[src/rtl/ddr_wr_scheduler.sv]
// Write-burst scheduler: drains a first-word-fall-through FIFO into DDR write bursts
// inside a ring region. It issues full bursts, or flushes a partial burst once the FIFO has been idle.
module ddr_wr_scheduler #(
  parameter int unsigned DATA_WIDTH    = 16,
  parameter int unsigned ADDR_WIDTH    = 28,
  parameter int unsigned FIFO_CNT_W    = 10,
  parameter int unsigned BURST_LEN     = 16,
  parameter int unsigned FLUSH_TIMEOUT = 1024,
  parameter logic [ADDR_WIDTH-1:0] BASE_ADDR = '0,
  parameter int unsigned REGION_WORDS  = 4096
) (
  input  logic                  i_clk,
  input  logic                  i_rst,
  input  logic                  i_enable,
  input  logic [FIFO_CNT_W-1:0] i_fifo_count,
  input  logic                  i_fifo_empty,
  input  logic [DATA_WIDTH-1:0] i_fifo_data,
  output logic                  o_fifo_rd_en,
  output logic                  o_cmd_valid,
  input  logic                  i_cmd_ready,
  output logic [ADDR_WIDTH-1:0] o_cmd_addr,
  output logic [7:0]            o_cmd_len,
  output logic                  o_wr_valid,
  input  logic                  i_wr_ready,
  output logic [DATA_WIDTH-1:0] o_wr_data,
  output logic                  o_wr_last,
  output logic                  o_busy,
  output logic                  o_wrap,
  output logic [31:0]           o_words_written
);

  localparam int unsigned BYTES  = DATA_WIDTH / 8;
  localparam int unsigned OFF_W  = $clog2(REGION_WORDS + 1);
  localparam int unsigned TMR_W  = $clog2(FLUSH_TIMEOUT + 1);
  localparam int unsigned BEAT_W = 9;

  typedef enum logic [1:0] {StIdle, StCmd, StWrite, StUpdate} state_e;

  state_e                  state_q, state_d;
  logic [OFF_W-1:0]        offset_q, offset_d;
  logic [TMR_W-1:0]        timer_q, timer_d;
  logic [FIFO_CNT_W-1:0]   cnt_prev_q, cnt_prev_d;
  logic [BEAT_W-1:0]       beats_q, beats_d;
  logic [BEAT_W-1:0]       beat_q, beat_d;
  logic                    cmd_valid_q, cmd_valid_d;
  logic [ADDR_WIDTH-1:0]   cmd_addr_q, cmd_addr_d;
  logic [7:0]              cmd_len_q, cmd_len_d;
  logic                    wrap_q, wrap_d;
  logic [31:0]             words_q, words_d;

  logic [31:0]           cnt32;
  logic                  full;
  logic                  flush_hit;
  logic                  start;
  logic                  timer_run;
  logic [31:0]           req_beats;
  logic [31:0]           room;
  logic [31:0]           start_beats;
  logic [ADDR_WIDTH-1:0] start_addr;
  logic [31:0]           offset_sum;
  logic                  wr_valid;
  logic                  wr_accept;
  logic                  wr_is_last;

  assign cnt32     = 32'(i_fifo_count);
  assign full      = cnt32 >= BURST_LEN;
  assign flush_hit = (32'(timer_q) == FLUSH_TIMEOUT - 1) && !i_fifo_empty && (cnt32 != 0);
  assign start     = i_enable && (full || flush_hit);

  // The timer only advances while the fill level is stable and short of a full burst.
  assign timer_run = i_enable && !i_fifo_empty && !full && (i_fifo_count == cnt_prev_q) &&
                     (32'(timer_q) < FLUSH_TIMEOUT - 1);

  // Clip the burst so it never runs past the end of the ring region.
  assign req_beats   = full ? BURST_LEN : cnt32;
  assign room        = REGION_WORDS - 32'(offset_q);
  assign start_beats = (req_beats < room) ? req_beats : room;
  assign start_addr  = BASE_ADDR + ADDR_WIDTH'(32'(offset_q) * BYTES);
  assign offset_sum  = 32'(offset_q) + 32'(beats_q);

  assign wr_valid   = (state_q == StWrite) && !i_fifo_empty;
  assign wr_accept  = wr_valid && i_wr_ready;
  assign wr_is_last = (beat_q == beats_q - BEAT_W'(1));

  always_comb begin
    state_d     = state_q;
    offset_d    = offset_q;
    timer_d     = '0;
    cnt_prev_d  = i_fifo_count;
    beats_d     = beats_q;
    beat_d      = beat_q;
    cmd_valid_d = cmd_valid_q;
    cmd_addr_d  = cmd_addr_q;
    cmd_len_d   = cmd_len_q;
    wrap_d      = 1'b0;
    words_d     = words_q;
    unique case (state_q)
      StIdle: begin
        if (start) begin
          state_d     = StCmd;
          cmd_valid_d = 1'b1;
          cmd_addr_d  = start_addr;
          cmd_len_d   = 8'(start_beats - 32'd1);
          beats_d     = BEAT_W'(start_beats);
          beat_d      = '0;
        end else if (timer_run) begin
          timer_d = timer_q + TMR_W'(1);
        end
      end
      StCmd: begin
        if (i_cmd_ready) begin
          cmd_valid_d = 1'b0;
          state_d     = StWrite;
        end
      end
      StWrite: begin
        if (wr_accept) begin
          if (wr_is_last) begin
            beat_d  = '0;
            state_d = StUpdate;
          end else begin
            beat_d = beat_q + BEAT_W'(1);
          end
        end
      end
      StUpdate: begin
        words_d = words_q + 32'(beats_q);
        if (offset_sum == REGION_WORDS) begin
          offset_d = '0;
          wrap_d   = 1'b1;
        end else begin
          offset_d = OFF_W'(offset_sum);
        end
        state_d = StIdle;
      end
      default: state_d = StIdle;
    endcase
  end

  always_ff @(posedge i_clk or posedge i_rst) begin
    if (i_rst) begin
      state_q     <= StIdle;
      offset_q    <= '0;
      timer_q     <= '0;
      cnt_prev_q  <= '0;
      beats_q     <= '0;
      beat_q      <= '0;
      cmd_valid_q <= 1'b0;
      cmd_addr_q  <= BASE_ADDR;
      cmd_len_q   <= '0;
      wrap_q      <= 1'b0;
      words_q     <= '0;
    end else begin
      state_q     <= state_d;
      offset_q    <= offset_d;
      timer_q     <= timer_d;
      cnt_prev_q  <= cnt_prev_d;
      beats_q     <= beats_d;
      beat_q      <= beat_d;
      cmd_valid_q <= cmd_valid_d;
      cmd_addr_q  <= cmd_addr_d;
      cmd_len_q   <= cmd_len_d;
      wrap_q      <= wrap_d;
      words_q     <= words_d;
    end
  end

  assign o_fifo_rd_en    = wr_accept;
  assign o_cmd_valid     = cmd_valid_q;
  assign o_cmd_addr      = cmd_addr_q;
  assign o_cmd_len       = cmd_len_q;
  assign o_wr_valid      = wr_valid;
  assign o_wr_data       = i_fifo_data;
  assign o_wr_last       = wr_valid && wr_is_last;
  assign o_busy          = (state_q != StIdle);
  assign o_wrap          = wrap_q;
  assign o_words_written = words_q;

endmodule

[config.mk]
export PLATFORM = sky130hd
export DESIGN_NAME = ddr_wr_scheduler
export DESIGN_NICKNAME = d
export VERILOG_FILES = /design/src/rtl/ddr_wr_scheduler.sv
export SDC_FILE = /design/constraint.sdc
export NUM_CORES = 1
export LEC_CHECK = 0
export BUFFER_PORTS_ARGS = -buffer_cell sky130_fd_sc_hd__clkbuf_2
export CELL_PAD_IN_SITES_DETAIL_PLACEMENT = 1
export CELL_PAD_IN_SITES_GLOBAL_PLACEMENT = 2
export CORE_MARGIN = 2
export CORE_UTILIZATION = 37
export DETAILED_ROUTE_END_ITERATION = 8
export GPL_ROUTABILITY_DRIVEN = 1
export PLACE_DENSITY_LB_ADDON = 0.15
export SLEW_MARGIN = 20
export SYNTH_ARGS = -nofsm -noshare
export SYNTH_HDL_FRONTEND = slang
export SYNTH_SLANG_ARGS = --single-unit
[constraint.sdc]
create_clock -name i_clk -period 10.3 [get_ports i_clk]
set_clock_uncertainty 0.2 [all_clocks]
set_input_delay 2.06 -clock i_clk [delete_from_list [all_inputs] [get_ports i_clk]]
set_output_delay 2.06 -clock i_clk [all_outputs]
set_load 0.05 [all_outputs]
## Word-level counts from Yosys, hierarchy flattened

Cells that the tools add are included.

| word-level totals | value |
|---|---|
| register bits after elaboration | 109 |
| output and inout port bits | 90 |
| word-level logic and storage cells | 74 |

| cells by class | value |
|---|---|
| $add $sub $neg | 7 |
| order comparisons | 3 |
| equal/unequal tests | 11 |
| multiplexer cells | 20 |
| reduce and logical (&&, ||, !) cells | 22 |

Operator list:

| kind | number |
|---|---|
| 9-bit 2-to-1 mux | 4 |
| 11-bit 2-to-1 mux | 3 |
| 32-bit by 9-bit adder with 32-bit output | 1 |
| 10-bit by 32-bit < comparator with 1-bit output | 1 |
| 32-bit nonzero test | 1 |
| 9-bit case mux with 2 select lines | 1 |
| 13-bit by 9-bit adder with 14-bit output | 1 |
| 14-bit by 13-bit equality test with 1-bit output (second input constant) | 1 |
| 13-bit by 13-bit subtractor with 14-bit output (first input constant) | 1 |
| 13-bit 2-to-1 mux | 1 |
| 11-bit by 1-bit adder with 11-bit output (second input constant) | 1 |
| 11-bit by 10-bit equality test with 1-bit output (second input constant) | 1 |
| 11-bit by 10-bit < comparator with 1-bit output (second input constant) | 1 |
| 10-bit equality test | 1 |
| 10-bit by 5-bit >= comparator with 1-bit output (second input constant) | 1 |
| 1-bit logical AND | 10 |
| 10-bit 2-to-1 mux | 1 |
| 9-bit by 1-bit adder with 9-bit output (second input constant) | 1 |
| 9-bit equality test | 1 |
| 9-bit by 1-bit subtractor with 9-bit output (second input constant) | 1 |
| 2-bit 2-to-1 mux | 4 |
| 2-bit != test (second input constant) | 4 |
| 2-bit case mux with 4 select lines | 1 |
| 8-bit by 1-bit subtractor with 8-bit output (second input constant) | 1 |
| other kinds (11) | 19 |

## Depth between registers and ports, before layout

Gate-level depths: netlist of the first run.

| logic depth | value |
|---|---|
| depth in word-level cells | 8 |
| mapped depth | 17 |
| gate-level depth less buffers | 17 |

## Least setup slack after synthesis of the first run

Ideal clock, no wire load.

| timing | value |
|---|---|
| path kind | reg-to-output |
| start | register beats_q[1] |
| end | output o_wr_last |
| data arrival time | 3.140 ns |
| data required time | 8.040 ns |
| path slack | 4.900 ns |
| stages on the path, launching flop included | 7 |
| path buffers | 0 |
| cells stage by stage | dfrtp_1 or4_1 or4b_1 a211oi_1 a211oi_1 or2_2 nor3_1 |

| between the ends | value |
|---|---|
| longest elaborated chain between the ends | 3 |

Ends and longest elaborated chain:

| what | RTL line | source |
|---|---|---|
| from (decl) | 43 | `logic [BEAT_W-1:0] beats_q, beats_d;` |
| from (signal assigned) | 158 | `beats_q <= beats_d;` |
| 9-bit by 1-bit subtractor with 9-bit output | 83 | `assign wr_is_last = (beat_q == beats_q - BEAT_W'(1));` |
| 9-bit equality test | 83 |  |
| 1-bit logical AND | 174 | `assign o_wr_last = wr_valid && wr_is_last;` |
| to (decl) | 26 | `output logic o_wr_last,` |

Every way passes these cells.

## Worst setup path in the final report of the first run

| timing | value |
|---|---|
| start | input i_fifo_count[8] |
| end | register cmd_len_q[6] (netlist: o_cmd_len[6]) |

| between the ends | value |
|---|---|
| longest elaborated chain between the ends | 5 |

Ends and longest elaborated chain:

| what | RTL line | source |
|---|---|---|
| from (decl) | 15 | `input logic [FIFO_CNT_W-1:0] i_fifo_count,` |
| 10-bit by 5-bit >= comparator with 1-bit output or 32-bit nonzero test (tied branches) | 66, 67 |  |
| 10-bit 2-to-1 mux or 1-bit logical AND (tied branches) | 75, 67 |  |
| 10-bit by 32-bit < comparator with 1-bit output or 1-bit logical OR (tied branches) | 77, 68 |  |
| 9-bit 2-to-1 mux or 1-bit logical AND (tied branches) | 77, 68 |  |
| 8-bit by 1-bit subtractor with 8-bit output or 2-bit AND reduction (tied branches) | n/a |  |
| to (signal assigned) | 162 | `cmd_len_q <= cmd_len_d;` |
| to (decl) | 47 | `logic [7:0] cmd_len_q, cmd_len_d;` |

Several ways; a longest one is shown, not always the timed one.
A chain may end at the register's enable or synchronous reset.

==> results.toml, run 1 <==
[cts]
htree_levels = 3
cts_hold_buf = 0
cts_setup_buffers = 0
cts_resized = 0
clkLatencyLatePin_ns = 0.36
cts_tree = "built"
cts-root-buf = "clkbuf_16"
cts_sinks = 109
cts_buffers = 9
ctsLongestPathBuffers = 2
path_clk_slew_ns = 0.08

[placement]
place_hpwl_mm = 12.84
placed_area_mm2 = 0.007112
portBuffers = 74
routabilityCongestion = 0.8259
pre_cts_slack_ns = 4.020

[pwr]
p_clk_share_pct = 20.9
switching_power_uw = 790.2
powerDensity_mw_per_mm2 = 235.4
p_comb_share_pct = 46.0
power_frac_seq_pct = 33.1
power_leakage_uw = 0.003543
p_int_uw = 956.2
peakVddDrop_uv = 118.7
swShare_pct = 45.25

[min_path]
hold_end = "o_words_written[31]"
min_path_type = "reg -> reg"
holdPathStages = 1
min_from = "o_words_written[31]"

[yosys]
synth_compound_area_share_pct = 12.56
yosysWarnings = 0
synthAdderAreaFrac_pct = 7.359
synthSimpleGateAreaFrac_pct = 19.11
synth-async-reset-ratio_pct = 100.0
synth_top_family_by_area = "simple AND/OR/NAND/NOR gates"
synth_top_area_share_pct = 40.92
synth-seq-cells = 109
synth-seq-area-share_pct = 40.92
netlist_area_mm2 = 0.006665
synth_mux_area_share_pct = 3.135
synthTopCellsByArea = "dfrtp_1 41%, xnor2_1 7.4%, ha_1 6.8%"
avgSynthCellArea_um2 = 9.481
synth_edf_count = 0
ys.flop_type = "dfrtp_1"
synth_top_cell_by_area = "dfrtp_1"
synth_xor_area_share_pct = 10.38
synth_cells = 703
ys_types = 65

[critical_path]
r2r_slack_ns = 5.33
crit_top_cell = "ha_1"
critPathArrivalTime_ns = 5.97
reg2reg_to = "o_cmd_len[6]"
cp-end-kind = "flop"
path_cells = "clkbuf_2 > nor4_1 > and2_1 > inv_1 > ha_1 > nand4_1 > a211oi_1 > o211ai_1 > a22oi_4 > mux2i_1 > ha_1 > nand3_1 > nor3b_1 > xnor2_1 > a21oi_1 > o21ai_0"
crit_type = "in -> reg"
slowest_stage = "nor4_1"
cpPeakStageDelay_ns = 0.57
reg2reg_depth = 17
crit_buf_inv = 2
crit_fanout = 19
crit_required_ns = 10.35
r2r-start = "offset_q[0]"
start_kind = "input port"
crit_family = "simple AND/OR/NAND/NOR gates"

[route]
vias_per_cell = 5.289
antenna_left = 0
drt_iter0_markers = 177
via_count = 5252
wirelength_mm = 17.37
drc = 0
wire_per_inst_um = 17.49
drtPass1Iterations = 4

[floorplan]
die_h_um = 138.2
core_area_mm2 = 0.01784
fp-row-count = 49
die_area_mm2 = 0.01910
pin_count = 122
start_util_pct = 37.36
die_w_um = 138.2

[final_layout]
finish.instance_area_mm2 = 0.007420
layout.nets = 829
drive_gt1_share_pct = 15.45
areaGrowthSynthToFinish_pct = 11.32
num_antenna_cells = 0
num-fill-cells = 2084

[sta]
rsz0062_at_grt = "false"
slew_viol_final = 0
setup_viol_count_final = 0
worst_slew_pin_slew_ns = 0.9760
hold_ws_ns = 0.2764
finalSetupTns_ns = 0
fmax_mhz = 168.9
finalHoldViolCount = 0
period_needed_ns = 5.919
slew_headroom_pct = 34.86
period_share_pct = 57.47
timing.final.ws_setup_ns = 4.381

[global_routing]
grt_overflow = 0
grt_pass1_vias = 5646
antenna_found_initial = 0
grt_max_degree = 65
grt_use_total_pct = 18.95
grt_pass1_wl_mm = 29.42

[run]
maxCapViolCount = 0

[outcome]
outcome = "finished, final reports clean"
[stage by stage]
stage	total power (uW)	util, %	cells
3_3_place_gp	1377	39.82	977
5_1_grt	1882	41.59	993
3_5_place_dp	1398	39.86	977
2_1_floorplan	1212	-	722
4_1_cts	1773	41.59	993
6_report	1746	41.59	993
[state kept, by name, indices dropped and copies added (netlist names), 2 cells and up]
signal	flops
o_cmd_len	8
offset_q	13
o_cmd_addr	13
state_q	2
timer_q	11
cnt_prev_q	10
beats_q	9
beat_q	9
o_words_written	32
[power by group through the flow]
| stage | clock network (uW) | logic (uW) | registers, uW |
|---|---|---|---|
| global route | 395 | 898 | 589 |
| finish | 365 | 804 | 577 |
| CTS | 377 | 816 | 579 |
| floorplan | 0 | 516 | 696 |
| global placement | 0 | 792 | 584 |
| detailed placement | 0 | 811 | 588 |
[layout by cell type (no fill, tap or decap), types with 9 or more instances in the layout]
| cell type | synthesis | final |
|---|---|---|
| a21oi_1 | 19 | 19 |
| and3_1 | 19 | 19 |
| clkbuf_16 | 0 | 9 |
| clkbuf_2 | 0 | 74 |
| conb_1 | 1 | 20 |
| dfrtp_1 | 109 | 109 |
| ha_1 | 36 | 36 |
| inv_1 | 30 | 29 |
| mux2_2 | 11 | 11 |
| nand2_1 | 75 | 75 |
| nand3_1 | 38 | 37 |
| nand4_1 | 15 | 15 |
| nor2_1 | 48 | 48 |
| nor3_1 | 13 | 13 |
| o21ai_0 | 35 | 35 |
| xnor2_1 | 56 | 56 |
| xor2_1 | 23 | 23 |
[cells by family (layout without fill, tap and decap cells)]
family                   Yosys count  after routing
adder cells (fa/ha/maj)           38             38
other                              1             20
XOR/XNOR                          79             79
AND/OR/NAND/NOR                  255            255
flip-flops                       109            109
AO/OA/AOI/OAI                    121            121
multiplexers                      19             19
buffers and inverters             81            123
[worst max-delay path by stage]
stage,from,end,slack [ns],cells after the start
detailed placement,i_fifo_count[8],o_cmd_len[6],4.02,16
global placement,i_fifo_count[8],o_cmd_len[6],4.21,16
global route,i_fifo_count[8],o_cmd_len[6],3.96,16
floorplan,beats_q[1],o_wr_last,4.90,6
finish,i_fifo_count[8],o_cmd_len[6],4.38,16
CTS,i_fifo_count[8],o_cmd_len[6],4.39,16
[cells in the mapped netlist, types with 15 or more instances]
library cell / count
nor2_1: 48
inv_1: 30
xor2_1: 23
nand4_1: 15
clkbuf_1: 16
buf_4: 32
nand3_1: 38
a21oi_1: 19
dfrtp_1: 109
and3_1: 19
nand2_1: 75
o21ai_0: 35
xnor2_1: 56
ha_1: 36
[cell type report]
cell class / count / area, um2 / share of cell area [%]
inverter: 30 / 115.1 / 1.551
sequential: 109 / 2728 / 36.76
timing repair buffer: 77 / 392.9 / 5.295
clock inverter: 7 / 82.58 / 1.113
clock buffer: 9 / 225.2 / 3.035
multi-input combinational: 532 / 3590 / 48.38
tap: 229 / 286.5 / 3.862
[metal layers]
metal / vias up / track usage [%] / wire length (um)
met1: 2630 / 24.56 / 8059
met2: 63 / 33.12 / 8728
met4: 0 / 4.619 / 196
li1: 2545 / - / -
met3: 14 / 3.221 / 387
met5: - / 0 / 0
No activity file was read; power rests on OpenSTA's default activity.
==> run 2: changes to the inputs <==
Settings changed: CORE_UTILIZATION 37 to 31.
Clock period 10.3 ns to 5 ns, I/O delays scaled along.
==> results.toml, run 2 (synthesized netlist as in run 1, its figures left out) <==
[outcome]
outcome = "finished, final reports clean"

[critical_path]
r2r-start = "offset_q[0]"
startpoint = "offset_q[0]"
crit_type = "reg -> reg"
critPathArrivalTime_ns = 4.73
start_kind = "flop"
path_cells = "inv_1 > ha_1 > or4b_4 > or4_4 > xnor2_1 > ha_1 > nand4_1 > a211oi_1 > o211ai_1 > a22oi_4 > mux2i_1 > ha_1 > nand3_1 > nor3b_1 > xnor2_1 > a21oi_1 > o21ai_0"
cpPeakStageDelay_ns = 0.47
slowest_stage = "or4b_4"
crit_top_cell = "ha_1"
crit_required_ns = 5.07
crit_fanout = 8
crit_family = "simple AND/OR/NAND/NOR gates"
crit_buf_inv = 1
cp-end-kind = "flop"

[run]
maxCapViolCount = 0

[cts]
cts_setup_buffers = 0
clkLatencyLatePin_ns = 0.37
path_clk_slew_ns = 0.10
cts_resized = 0
cts_sinks = 109
cts_buffers = 9
cts_tree = "built"
ctsLongestPathBuffers = 2
cts_hold_buf = 0
cts-root-buf = "clkbuf_16"
htree_levels = 3

[placement]
routabilityCongestion = 0.7911
placed_area_mm2 = 0.007209
portBuffers = 74
place_hpwl_mm = 14.00

[sta]
setup_viol_count_final = 0
fmax_mhz = 214.8
finalSetupTns_ns = 0
rsz0062_at_grt = "false"
slew_headroom_pct = 36.95
period_share_pct = 93.11
worst_slew_pin_slew_ns = 0.9338
period_needed_ns = 4.656
finalHoldViolCount = 0
slew_viol_final = 0

[final_layout]
largest_register_ff_count = 32
num-fill-cells = 2442
layout.nets = 836
layout_common_cells = "109 x dfrtp_1, 75 x nand2_1, 74 x clkbuf_2"
areaGrowthSynthToFinish_pct = 12.71
drive_gt1_share_pct = 15.95
final_common_cell = "dfrtp_1"
final_core_util_pct = 35.62
finish.instance_area_mm2 = 0.007512
num_antenna_cells = 0

[floorplan]
fp-row-count = 53
start_util_pct = 31.61
die_h_um = 150.6
core_area_mm2 = 0.02109
die_w_um = 150.6
pin_count = 122
die_area_mm2 = 0.02269

[route]
drc = 0
wirelength_mm = 18.43
drt_iter0_markers = 266
via_count = 5282
drtPass1Iterations = 4
wire_per_inst_um = 17.62
vias_per_cell = 5.050
antenna_left = 0

[pwr]
power_leakage_uw = 0.003582
powerDensity_mw_per_mm2 = 486.2
p_total_uw = 3652
peakVddDrop_uv = 249.3

[min_path]
min_from = "o_words_written[31]"
min_path_type = "reg -> reg"

[global_routing]
grt_max_degree = 54
antenna_found_initial = 0
grt_use_total_pct = 17.04
grt_pass1_wl_mm = 30.24
grt_overflow = 0
grt_pass1_vias = 5532
-- run 2: worst paths after layout --
kind,slack (ns),cells after the start,end
worst max-delay path,0.34,17,o_cmd_len[6]
worst min-delay path,0.27,1,o_words_written[31]
worst max register to register,0.34,17,o_cmd_len[6]
worst min register to register,0.27,1,o_words_written[31]
max in group asynchronous,3.16,3,o_words_written[0]
min in group asynchronous,0.54,2,cnt_prev_q[6]
-- run 2: metal layers --
| layer | up-vias | GRT usage, % | part of all wire (%) |
|---|---|---|---|
| li1 | 2551 | - | - |
| met1 | 2633 | 23.49 | 48 |
| met2 | 76 | 28.45 | 48 |
| met3 | 22 | 1.848 | 3.1 |
| met4 | 0 | 4.579 | 1.1 |
| met5 | - | 0 | 0 |
-- run 2: stage by stage --
step           hold WS [ns]  std cells  setup WS [ns]
6_report             0.2743       1046         0.3444
5_1_grt              0.3006       1046        0.01079
4_1_cts              0.2793       1046         0.2448
3_5_place_dp         0.2656       1030         0.2656
3_3_place_gp         0.2616       1030         0.4062
2_1_floorplan        0.2758        722         0.6602
-- run 2: cell type report --
cell class	instances	area, um2	share of cell area (%)
clock buffer	9	225.2	2.998
clock inverter	7	77.57	1.033
inverter	30	115.1	1.532
multi-input combinational	532	3577	47.62
sequential	109	2728	36.31
tap	275	344.1	4.580
timing repair buffer	84	445.4	5.929
-- run 2: power by group --
group	internal, uW	switching [uW]
sequential	1020	173
clock	358	387
combinational	580	1130
total	1960	1690
==> run 3: changes to the inputs <==
Settings changed: REMOVE_ABC_BUFFERS from default to 1.
==> results.toml, run 3 (synthesized netlist as in run 1, its figures left out) <==
[sta]
rsz0062_at_grt = "false"
fmax_mhz = 221.0
finalSetupTns_ns = 0
worst_slew_pin_slew_ns = 0.9285
setup_viol_count_final = 0
slew_headroom_pct = 38.10
period_needed_ns = 4.526
hold_ws_ns = 0.2819
slew_viol_final = 0
period_share_pct = 90.51
finalHoldViolCount = 0

[critical_path]
slowest_stage = "nor3b_1"
r2r-start = "offset_q[0]"
crit_family = "simple AND/OR/NAND/NOR gates"
start_kind = "flop"
crit_required_ns = 3.80
reg2reg_depth = 17
crit_fanout = 7
cpPeakStageDelay_ns = 0.54
crit_buf_inv = 2
crit_type = "reg -> out"
path_cells = "inv_1 > ha_1 > nor3b_1 > nor2_1 > o32ai_1 > o2111ai_1 > or2_2 > nor3_1 > clkbuf_2"
cp-end-kind = "output port"
r2r_slack_ns = 0.48
critPathArrivalTime_ns = 3.33
reg2reg_to = "o_cmd_len[6]"

[floorplan]
fp-row-count = 53
die_area_mm2 = 0.02269
die_w_um = 150.6
start_util_pct = 31.61
pin_count = 122
core_area_mm2 = 0.02109
die_h_um = 150.6

[pwr]
peakVddDrop_uv = 193.9
power_leakage_uw = 0.003588
p_total_uw = 3655
powerDensity_mw_per_mm2 = 484.2

[cts]
cts_setup_buffers = 0
clkLatencyLatePin_ns = 0.36
ctsLongestPathBuffers = 2
cts_resized = 0
cts_buffers = 9
cts_hold_buf = 0
htree_levels = 3
cts_tree = "built"
path_clk_slew_ns = 0.08
cts-root-buf = "clkbuf_16"
cts_sinks = 109

[run]
maxCapViolCount = 0

[route]
wirelength_mm = 17.48
via_count = 5251
drc = 0
drtPass1Iterations = 4
antenna_left = 0
drt_iter0_markers = 151
vias_per_cell = 5.025
wire_per_inst_um = 16.73

[final_layout]
layout.nets = 835
drive_gt1_share_pct = 16.10
largest_register_ff_count = 32
num_antenna_cells = 0
final_cells = 1045
num-fill-cells = 2472
finish.instance_area_mm2 = 0.007548
areaGrowthSynthToFinish_pct = 13.25
final_common_cell = "dfrtp_1"
layout_common_cells = "109 x dfrtp_1, 75 x nand2_1, 74 x clkbuf_2"

[min_path]
hold_end = "o_words_written[31]"
holdPathStages = 1
min_path_type = "reg -> reg"
min_from = "o_words_written[31]"

[placement]
routabilityCongestion = 0.7643
portBuffers = 74
dpl.cell_count = 1029
placed_area_mm2 = 0.007219
place_hpwl_mm = 13.20

[global_routing]
grt_pass1_wl_mm = 29.12
grt_overflow = 0
grt_use_total_pct = 16.22
antenna_found_initial = 0
grt_pass1_vias = 5565
grt_max_degree = 71

[outcome]
outcome = "finished, final reports clean"
run 3: cell types whose count changed in the layout (fill, tap and decap cells not counted), moves of 2 or more:
cell      previous run  this run
clkinv_4             0         2
inv_8                2         0
clkinv_8             2         0
clkbuf_8             0         3
buf_4               10         8
inv_6                2         0
run 3: worst max path at each step:
| stage | startpoint | end | slack, ns | depth (start not counted) |
|---|---|---|---|---|
| after global routing | offset_q[1] | o_cmd_len[6] | 0.07 | 17 |
| after CTS | beats_q[1] | o_wr_last | 0.43 | 9 |
| after global placement | i_fifo_count[8] | o_cmd_len[6] | 0.40 | 17 |
| final | beats_q[1] | o_wr_last | 0.47 | 9 |
| after floorplan | i_fifo_count[8] | o_cmd_len[6] | 0.64 | 15 |
| after detailed placement | i_fifo_count[8] | o_cmd_len[6] | 0.32 | 17 |
run 3: cell type report:
class / instances / area, um2 / share of cell area, %
Clock buffer: 12 / 266.5 / 3.531
Clock inverter: 4 / 55.05 / 0.7293
Inverter: 30 / 115.1 / 1.525
Multi-Input combinational cell: 532 / 3590 / 47.56
Sequential cell: 109 / 2728 / 36.13
Tap cell: 275 / 344.1 / 4.558
Timing Repair Buffer: 83 / 450.4 / 5.967
run 3: report_power, final:
group          internal [uW]  leakage, uW  total, uW  switching, uW
clock network            432     0.000155        770            338
registers               1020      0.00144       1190            168
logic                    582      0.00199       1690           1110
run 3: worst register-to-register path: cells and delay by family (launching register included):
family	cells	cell delay (ns)
AO/OA/AOI/OAI	5	0.86
buffers and inverters	1	0.17
XOR/XNOR	2	0.37
AND/OR/NAND/NOR	5	1.42
adder cells (fa/ha/maj)	3	0.73
flip-flops	1	0.43
multiplexers	1	0.27
run 3: stage by stage:
stage	utilization, %	setup slack [ns]
2_1_floorplan	-	0.6385
3_3_place_gp	34.24	0.3973
3_5_place_dp	34.24	0.3245
4_1_cts	35.76	0.4275
5_1_grt	35.80	0.07441
6_report	35.80	0.4745
run 3: metal layers:
layer	up-vias	wire length, um	GRT usage (%)
met4	0	209	3.738
met3	12	787	3.636
met1	2582	8259	21.07
met2	113	8227	27.55
li1	2544	-	-
met5	-	0	0
